==> src/rtl/multimode_counter.sv <==
// Run-controlled up/down counter: wrap or one-shot, pause/resume, preload, prescaled steps.
// Latency: running rises 1 edge after start, first step PRESCALE edges later; no backpressure.
module multimode_counter #(
    parameter int WIDTH    = 10,
    parameter int PRESCALE = 1
) (
    input  logic             i_clk,
    input  logic             i_reset,
    input  logic             i_start,
    input  logic             i_stop,
    input  logic             i_clear,
    input  logic             i_dir,
    input  logic             i_mode,
    input  logic [WIDTH-1:0] i_limit,
    input  logic             i_load,
    input  logic [WIDTH-1:0] i_load_value,
    output logic [WIDTH-1:0] o_count_out,
    output logic             o_running,
    output logic             o_done,
    output logic             o_tc
);

    localparam int PW = (PRESCALE > 1) ? $clog2(PRESCALE) : 1;
    localparam logic [PW-1:0] PRE_MAX = PW'(PRESCALE - 1);

    typedef enum logic [1:0] {
        S_IDLE  = 2'd0,
        S_RUN   = 2'd1,
        S_PAUSE = 2'd2,
        S_DONE  = 2'd3
    } state_t;

    state_t           r_state, w_state_nxt;
    logic [WIDTH-1:0] r_count, w_count_nxt;
    logic [WIDTH-1:0] r_limit, w_limit_nxt;
    logic [PW-1:0]    r_pre,   w_pre_nxt;
    logic             r_flag,  w_flag_nxt;
    logic             r_dir,   w_dir_nxt;
    logic             r_mode,  w_mode_nxt;
    logic             r_tc,    w_tc_nxt;

    logic             w_tick;
    logic [WIDTH-1:0] w_inc;
    logic [WIDTH-1:0] w_dec;

    assign w_tick = (r_pre == PRE_MAX);
    assign w_inc  = r_count + 1'b1;
    assign w_dec  = r_count - 1'b1;

    always_ff @(posedge i_clk) begin
        if (i_reset) begin
            r_state <= S_IDLE;
            r_count <= '0;
            r_limit <= '0;
            r_pre   <= '0;
            r_flag  <= 1'b0;
            r_dir   <= 1'b0;
            r_mode  <= 1'b0;
            r_tc    <= 1'b0;
        end else begin
            r_state <= w_state_nxt;
            r_count <= w_count_nxt;
            r_limit <= w_limit_nxt;
            r_pre   <= w_pre_nxt;
            r_flag  <= w_flag_nxt;
            r_dir   <= w_dir_nxt;
            r_mode  <= w_mode_nxt;
            r_tc    <= w_tc_nxt;
        end
    end

    always_comb begin
        w_state_nxt = r_state;
        w_count_nxt = r_count;
        w_limit_nxt = r_limit;
        w_pre_nxt   = r_pre;
        w_flag_nxt  = r_flag;
        w_dir_nxt   = r_dir;
        w_mode_nxt  = r_mode;
        w_tc_nxt    = 1'b0;

        if (i_clear) begin
            w_state_nxt = S_IDLE;
            w_count_nxt = '0;
            w_pre_nxt   = '0;
            w_flag_nxt  = 1'b0;
        end else if (i_stop) begin
            if (r_state == S_RUN) begin
                w_state_nxt = S_PAUSE;
            end
        end else if (i_start && (r_state != S_RUN)) begin
            w_state_nxt = S_RUN;
            if (r_state != S_PAUSE) begin
                // Fresh run: take new settings; a pending preload already sits in r_count.
                w_dir_nxt   = i_dir;
                w_mode_nxt  = i_mode;
                w_limit_nxt = i_limit;
                w_pre_nxt   = '0;
                w_flag_nxt  = 1'b0;
                if (!r_flag) begin
                    w_count_nxt = i_dir ? '0 : i_limit;
                end
            end
        end else if (i_load && (r_state != S_RUN)) begin
            w_count_nxt = i_load_value;
            if (r_state != S_PAUSE) begin
                w_flag_nxt = 1'b1;
            end
        end else if (r_state == S_RUN) begin
            if (!w_tick) begin
                w_pre_nxt = r_pre + 1'b1;
            end else begin
                w_pre_nxt = '0;
                if (r_dir) begin
                    if (r_count >= r_limit) begin
                        // One-shot already at (or past) terminal: finish without moving.
                        w_tc_nxt = r_mode | (r_limit == '0);
                        if (r_mode) begin
                            w_state_nxt = S_DONE;
                        end else begin
                            w_count_nxt = '0;
                        end
                    end else begin
                        w_count_nxt = w_inc;
                        w_tc_nxt    = (w_inc == r_limit);
                        if (r_mode && (w_inc == r_limit)) begin
                            w_state_nxt = S_DONE;
                        end
                    end
                end else begin
                    if (r_count == '0) begin
                        w_tc_nxt = r_mode | (r_limit == '0);
                        if (r_mode) begin
                            w_state_nxt = S_DONE;
                        end else begin
                            w_count_nxt = r_limit;
                        end
                    end else begin
                        w_count_nxt = w_dec;
                        w_tc_nxt    = (w_dec == '0);
                        if (r_mode && (w_dec == '0)) begin
                            w_state_nxt = S_DONE;
                        end
                    end
                end
            end
        end
    end

    assign o_count_out = r_count;
    assign o_running   = (r_state == S_RUN);
    assign o_done      = (r_state == S_DONE);
    assign o_tc        = r_tc;

endmodule
==> config.mk <==
export PLATFORM = sky130hd
export DESIGN_NAME = multimode_counter
export DESIGN_NICKNAME = d
export VERILOG_FILES = /design/src/rtl/multimode_counter.sv
export SDC_FILE = /design/constraint.sdc
export NUM_CORES = 1
export LEC_CHECK = 0
export CAP_MARGIN = 20
export CORE_ASPECT_RATIO = 1.5
export CORE_MARGIN = 3
export CORE_UTILIZATION = 45
export CTS_CLUSTER_DIAMETER = 120
export DETAILED_ROUTE_END_ITERATION = 10
export PLACE_DENSITY = 0.69
export SYNTH_ARGS = -nofsm -noshare
export SYNTH_HDL_FRONTEND = slang
export SYNTH_SLANG_ARGS = --single-unit
==> constraint.sdc <==
create_clock -name i_clk -period 5.8 [get_ports i_clk]
set_clock_uncertainty 0.1 [all_clocks]
set_input_delay 1.16 -clock i_clk [delete_from_list [all_inputs] [get_ports i_clk]]
set_output_delay 1.16 -clock i_clk [all_outputs]
set_load 0.03 [all_outputs]
Word-level counts from Yosys, hierarchy flattened:

Index checks and enable logic that the tools add are counted.

* add/sub/neg operators: 3
* order comparisons: 1
* equal/unequal tests: 15
* mux-type cells: 35
* bitwise operators: 4
* reductions and logical operators: 18

Operator list (number)
* two-way mux 10 bit: 12
* logical NOT 10 bit: 3
* two-way mux 2 bit: 12
* two-way mux 1 bit: 11
* adder 10 x 1 -> 10 bit, second input constant: 1
* equality test 10 bit: 1
* >= comparator 10 bit: 1
* inequality test 5 bit, second input constant: 2
* subtractor 10 x 1 -> 10 bit, second input constant: 1
* AND reduction 4 bit: 2
* AND reduction 7 bit: 1
* OR reduction 7 bit: 1
* inequality test 2 x 1 -> 1 bit, second input constant: 3
* inequality test 2 bit, second input constant: 3
* AND reduction 6 bit: 1
* inequality test 5 x 2 -> 1 bit, second input constant: 1
* nonzero test 5 bit: 1
* logical AND 1 bit: 4
* nonzero test 2 bit: 2
* inequality test 3 x 1 -> 1 bit, second input constant: 1
* inequality test 3 x 2 -> 1 bit, second input constant: 1
* inequality test 3 bit, second input constant: 1
* NOT 1 bit: 3
* AND reduction 3 bit: 1
* other kinds (6): 6

* flip-flop bits (word level): 27
* input port bits: 28
* output and inout bits: 13
* logic and storage cells: 84

Depth between registers and ports, before layout:

Gate-level depths: netlist (run 1).

* depth in word-level cells: 11
* mapped depth: 11
* depth with buffers taken out: 9

Worst setup path before layout (run 1):

OpenSTA, ideal clock, no wires.

* path kind: register to register
* start point: register r_count[0], in the netlist o_count_out[0]
* end point: register r_count[1], in the netlist o_count_out[1]
* setup time: 0.115 ns
* arrival: 2.538 ns
* data required time: 5.585 ns
* slack: 3.047 ns
* cell stages (with the launch flop): 12
* buffers on the path: 2
* clock period less this slack: 2.753 ns
* cells stage by stage: dfxtp_1 > clkbuf_1 > inv_1 > ha_1 > nor3b_1 > nor2_1 > o211ai_1 > nand2_1 > a31oi_1 > clkbuf_1 > nand2_1 > o21ba_2

* word-level cells in the longest chain between the ends: 7

RTL lines
* start, declared: line 34 `logic [WIDTH-1:0] r_count, w_count_nxt;`
* start signal, assigned: line 62 `r_count <= w_count_nxt;`
* subtractor 10 x 1 -> 10 bit, or another cell as far along: line 48 `assign w_dec = r_count - 1'b1;`
* two-way mux 10 bit, on equally long branches: line 131, 115
* two-way mux 10 bit: line 114 `if (r_dir) begin`
* two-way mux 10 bit: line 110 `if (!w_tick) begin`
* two-way mux 10 bit: line 109 `end else if (r_state == S_RUN) begin`
* two-way mux 10 bit: line 104 `end else if (i_load && (r_state != S_RUN)) begin`
* two-way mux 10 bit: line 91 `end else if (i_start && (r_state != S_RUN)) begin`

Parallel ways exist; a longest one is shown, timed or not. The select of a mux whose other input is x is not followed.
A chain may end at the register's enable or synchronous reset.

Worst setup path in the final report (run 1):

* start point: register r_count[0], in the netlist o_count_out[0]
* end point: register r_count[9], in the netlist o_count_out[9]

Same word-level chain as after synthesis.

==> impl_results.md, run 1 <==
* Status: finished clean
* H-tree depth at 1
* Clk pin slew, worst setup/hold paths at 0.09 ns
* Top cells by area, synth: dfxtp_1 21%, ha_1 6.9%, nor2_1 6.1%, o21ai_0 5.2%, mux2i_1 4.4%
* Residual DRC count at 0
* Initial core utilization at 0.477
* CTS tree: done
* Post-CTS Setup Inserts at 0
* Static leakage at 0.00105 uW
* CTS hold repair buffers at 0
* Mean area per synthesized cell at 7.44 sq um
* Post-Synth Adder-Cell Area at 0.0695
* Post-synthesis mux area share at 0.0437
* Req. time, crit path at 5.89 ns
* Top FF cell, synth: dfxtp_1
* Crit-path slowest cell: dfxtp_1
* Setup_tns at 0 ns
* Syn_nets at 381
* Number of synthesized flops with an enable pin at 0
* WL per Instance at 17.8 um
* Die W at 67.1 um
* Max Fclk at 276 MHz
* Synthesized-area fraction occupied by xor and xnor cells at 0.0700
* Max-Cap Viols at 0
* Slowest stage delay, CP at 0.78 ns
* Post-synthesis cell count at 339
* Yosys warns at 0
* Critical-path cell list: inv_1, ha_1, nor3b_1, nor2_1, o211ai_1, nand2_1, a31oi_1, buf_4, nor2_1, a311oi_1
* HP Class: register to register
* Clock sink total at 26
* Number of diodes at 0
* Final Slew Violations at 0
* Share of the synthesized area in the top cell type at 0.206
* Worst Path Buf+Inv at 2
* Initial DRC Count at 190
* FP Rows at 32
* Placed instance area at 2900 sq um
* Area Growth Syn to Fin at 16.6%
* Worst setup EP type: register
* Final instance area at 2940 sq um
* Chip height at 97.7 um
* Post-Synth Simple-Gate Area at 0.258
* Synthesized area at 2520 sq um
* I/O pin count at 41
* Core area at 5290 sq um
* Layout cell share with drive strength beyond 1 at 0.0447
* Final period util at 0.626
* Initial antenna violation count at 0
* Routability Congestion at 0.947
* Complex-gate fraction of the synthesized area at 0.281
* CTS Buffer Depth at 2
* Vias per cell at 6.09
* Fillers at 534
* Most frequent cells after synthesis: 41 x nor2_1, 26 x dfxtp_1, 26 x nand2_1, 26 x o21ai_0, 18 x a21oi_1
* CTS root buf: clkbuf_8
* RSZ-0062 raised after global routing: no
* Sequential element share of the synthesized area at 0.206
* Clk_lat worst skew at 0.27 ns
* Most used cell along the critical path: nor2_1
* Vias in the first global route at 2413
* Critical path class: register to register
* Synth Register Bits at 26
* Num CTS Buffers at 3
* Worst-path fanout max at 17
* Min Hold Slack at 0.400 ns
* Hold Vio Cnt, Final at 0
* Worst slew pin tran at 0.778 ns
* Total Wirelength at 7.57 mm
* Main combinational cell family by area after synthesis: compound AO/OA/AOI/OAI gates
* Largest net degree at the start of global routing at 22
* Crit path DAT at 3.71 ns
* Tot GR Track Use at 0.235
* Peak supply drop at 0.000137 V
* DPL Wire Length at 5.61 mm
* Global-route wire length before repair at 12.1 mm
* Final setup violation count at 0
* Count leader, synth: nor2_1
* Drt first pass iters at 5
* Port Buf Inserts at 40
* Final antenna-violating net count at 0
* Final worst path period need at 3.63 ns
* Post-Place Cells at 423
* Total Nets Final at 402
* Post-synthesis async set-or-reset flop share at 0
* Pwr dens at 176 nW/um^2
* Worst slew margin at 0.479
* Die ar. at 6560 sq um
* Unique masters post-synth at 59
* Congestion Overflow GR at 0
* Dominant cell type by area after synthesis: dfxtp_1
* Launching element type of the critical path: register
* CTS resizes at 0
* Vias at 2594
* Cell family with the largest share of critical-path delay: compound AO/OA/AOI/OAI gates
* Layout Cells excl Fill at 426
-- worst reg2reg max path: cells and delay by family (launching register included) --
kind                     cells  cell delay, ns
flip-flops                   1            0.78
AO/OA/AOI/OAI                3            1.19
AND/OR/NAND/NOR              4            0.65
adder cells (fa/ha/maj)      1            0.34
buffers and inverters        2            0.48
-- per-layer routing --
layer	GRT usage	part of all wire
met1	0.314	0.43
met2	0.381	0.50
met3	0.0231	0.050
met4	0.0844	0.019
met5	0	0
-- worst paths after layout --
check                                    start              to  slack (ns)  cells past startpoint
worst min-delay path                    r_flag          r_flag        0.40                      2
worst min register to register          r_flag          r_flag        0.40                      2
worst max-delay path            o_count_out[0]  o_count_out[9]        2.17                     10
worst max register to register  o_count_out[0]  o_count_out[9]        2.17                     10
-- cell usage in the layout (no fill, tap or decap), types with 8 or more instances in the layout --
cell,Yosys,routed
clkdlybuf4s50_1,0,40
dfxtp_1,26,26
nor4_1,8,8
o211ai_1,11,11
mux2i_1,11,11
a31oi_1,11,11
nor2_1,41,41
ha_1,14,14
o21ai_0,26,26
nand2_1,26,26
inv_1,15,15
a21oi_1,18,18
nand3_1,10,10
xnor2_1,9,9
-- power breakdown --
group          total [uW]  internal (uW)  leakage, uW  switching, uW
Clock                 102           46.6    0.0000216           55.0
Sequential            209            186     0.000212           23.0
Combinational         207           95.3     0.000817            111
Total                 517            328      0.00105            189
-- cell families (layout without fill, tap and decap cells) --
group                      after synthesis  count (layout)
adders and majority gates               14              14
AOI/OAI and AO/OA                      106             106
and+or+nand+nor                        124             124
buffers and inverters                   41              60
muxes                                   11              11
xor gates and xnor gates                17              17
DFF                                     26              26
-- flip-flops by register name, indices dropped and copies added (netlist names) --
signal and flops:
o_count_out 10, r_limit 10, r_state 2, o_tc 1, r_dir 1, r_flag 1, r_mode 1
-- per-stage QoR --
step	setup WS [ns]	utilization	total power, uW
CTS	2.20	0.556	519
global route	1.84	0.556	549
detailed placement	2.03	0.548	416
global placement	2.15	0.548	414
floorplan	3.05	-	355
finish	2.17	0.556	517
-- area by class of cell --
class / instances / area [sq um] / area share
clock buffer: 3 / 41.3 / 0.0140
inverter: 15 / 56.3 / 0.0192
multi-input combinational: 272 / 1820 / 0.619
sequential: 26 / 520 / 0.177
tap: 68 / 85.1 / 0.0289
timing repair buffer: 42 / 415 / 0.141
Note: power is estimated with default switching activity, not from simulation.
==> inputs of run 2 (changes only) <==
==> constraint.sdc (replaced) <==
create_clock -name i_clk -period 3.5 [get_ports i_clk]
set_clock_uncertainty 0.1 [all_clocks]
set_input_delay 0.7 -clock i_clk [delete_from_list [all_inputs] [get_ports i_clk]]
set_output_delay 0.7 -clock i_clk [all_outputs]
set_load 0.03 [all_outputs]
==> run 2 against run 1 <==
Total power increased by 73%. Wire length decreased by 2.5%. First-iteration DRC count increased by 67%. Count of clock-buffer cells in the layout grew 1. Highest routed layer unchanged. Critical endpoint unchanged. Core utilization rose by 1.7 points.
==> impl_results.md, run 2 (synthesis results as in run 1) <==
* Status: finished clean
* Port Buf Inserts at 40 (unchanged)
* Most frequent cells in the layout: 41 x nor2_1, 40 x clkdlybuf4s50_1, 26 x nand2_1, 26 x o21ai_0, 26 x dfxtp_1
* Die W at 67.1 um (unchanged)
* Vias per cell at 5.93 (-2.6%)
* Setup_tns at 0 ns (unchanged)
* RSZ-0062 raised after global routing: no
* Max-Cap Viols at 0 (unchanged)
* Most used cell along the critical path: nand2_1
* Final setup violation count at 0 (unchanged)
* Initial core utilization at 0.477 (unchanged)
* Chip height at 97.7 um (unchanged)
* HP Class: register to register
* CTS Buffer Depth at 2 (unchanged)
* Worst-path fanout max at 15 (-2)
* Layout cell share with drive strength beyond 1 at 0.0732 (+0.0285)
* Total Nets Final at 412 (+2.5%)
* Tot GR Track Use at 0.234 (-0.000812)
* I/O pin count at 41 (unchanged)
* Req. time, crit path at 3.58 ns (-2.31 ns)
* CTS resizes at 0 (unchanged)
* Clk_lat worst skew at 0.27 ns (about the same)
* Initial antenna violation count at 0 (unchanged)
* Worst Path Buf+Inv at 1 (-1)
* Area Growth Syn to Fin at 20.1%
* Worst slew pin tran at 0.654 ns (-0.124 ns)
* Total Wirelength at 7.38 mm (-2.5%)
* Routability Congestion at 0.871 (-8.1%)
* Max Fclk at 330 MHz (+20%)
* Peak supply drop at 0.000289 V (+110%)
* Crit path DAT at 3.11 ns (-0.60 ns)
* Final period util at 0.865 (+0.239)
* Post-Place Cells at 433 (+2.4%)
* Fillers at 545 (+2.1%)
* Global-route wire length before repair at 12.2 mm (+0.74%)
* Slowest stage delay, CP at 0.73 ns (-0.05 ns)
* Hold Path Stages at 2 (unchanged)
* Largest net degree at the start of global routing at 22 (unchanged)
* Pwr dens at 295 nW/um^2 (+68%)
* Placed instance area at 2970 sq um (+2.6%)
* Worst slew margin at 0.564 (+0.0845)
* Final instance area at 3030 sq um (+3.0%)
* Initial DRC Count at 317 (+67%)
* DPL Wire Length at 5.65 mm (+0.67%)
* CTS root buf: clkbuf_8
* CTS tree: done
* Leading cell type in the layout, fill and taps excluded: nor2_1
* Final Slew Violations at 0 (unchanged)
* Hold Vio Cnt, Final at 0 (unchanged)
* Crit-path slowest cell: dfxtp_1
* Final antenna-violating net count at 0 (unchanged)
* Vias in the first global route at 2513 (+4.1%)
* Area occupied by multi-input gates at 1820 sq um (unchanged)
* Residual DRC count at 0 (unchanged)
* Launching element type of the critical path: register
* Die ar. at 6560 sq um (unchanged)
* Number of diodes at 0 (unchanged)
* Final worst path period need at 3.03 ns (-0.602 ns)
* Vias at 2591 (-0.12%)
* Num CTS Buffers at 3 (unchanged)
* Critical-path cell list: ha_1, a211oi_1, nand2_1, o211ai_1, nand2_1, a31oi_1, buf_4, nor2_1, a311oi_1
* Cell family with the largest share of critical-path delay: compound AO/OA/AOI/OAI gates
* WL per Instance at 16.9 um (-5.0%)
* FP Rows at 32 (unchanged)
* Drt first pass iters at 4 (-1)
* Critical path class: register to register
* Cells on worst reg2reg path at 9 (-1)
* CTS hold repair buffers at 0 (unchanged)
* Worst setup EP type: register
* Static leakage at 0.00111 uW (+5.5%)
* CP Depth at 9 (-1)
* Post-CTS Setup Inserts at 0 (unchanged)
* Sequential cell area at 520 sq um (unchanged)
* Clock sink total at 26 (unchanged)
* H-tree depth at 1 (unchanged)
* Layout Cells excl Fill at 437 (+2.6%)
* Clk pin slew, worst setup/hold paths at 0.09 ns (about the same)
* Congestion Overflow GR at 0 (unchanged)
* Core area at 5290 sq um (unchanged)
## run 2: cell types whose count changed in the layout (fill, tap and decap cells not counted), sizes merged
cell    before  now
buf          2   12
clkbuf       3    4
## run 2: metal layers
metal / global-route usage / wire length (um) / vias up
li1: - / - / 1306
met1: 0.304 / 3040 / 1186
met2: 0.397 / 3850 / 93
met3: 0.0266 / 406 / 6
met4: 0.0641 / 74 / 0
met5: 0 / 0 / -
## run 2: stage by stage
| step | utilization | power (uW) | hold WS (ns) | setup slack [ns] |
|---|---|---|---|---|
| 2_1_floorplan | - | 588 | 0.346 | 0.747 |
| 3_3_place_gp | 0.563 | 700 | 0.371 | 0.587 |
| 3_5_place_dp | 0.563 | 702 | 0.382 | 0.520 |
| 5_1_grt | 0.573 | 950 | 0.428 | 0.160 |
| 4_1_cts | 0.573 | 896 | 0.404 | 0.490 |
| 6_report | 0.573 | 893 | 0.396 | 0.474 |
## run 2: final cells by class
cell class / instances / share of cell area
Sequential cell: 26 / 0.172
Inverter: 15 / 0.0186
Clock buffer: 4 / 0.0182
Multi-Input combinational cell: 272 / 0.601
Timing Repair Buffer: 52 / 0.162
Tap cell: 68 / 0.0281
## run 2: final timing paths
| kind | start | to | slack [ns] |
|---|---|---|---|
| worst max-delay path | o_count_out[3] | o_count_out[9] | 0.47 |
| worst min-delay path | r_flag | r_flag | 0.40 |
| worst max register to register | o_count_out[3] | o_count_out[9] | 0.47 |
| worst min register to register | r_flag | r_flag | 0.40 |
## run 2: power by group
group	leakage [uW]	internal, uW	switching (uW)
clock network	0.0000288	101	93.4
registers	0.000212	308	30.9
logic	0.000868	168	192
total	0.00111	577	317
## run 2: worst min-delay path, cell delays in order (launching register included)
cell	delay [ns]
dfxtp_1	0.34
a21oi_1	0.04
nor2_1	0.08
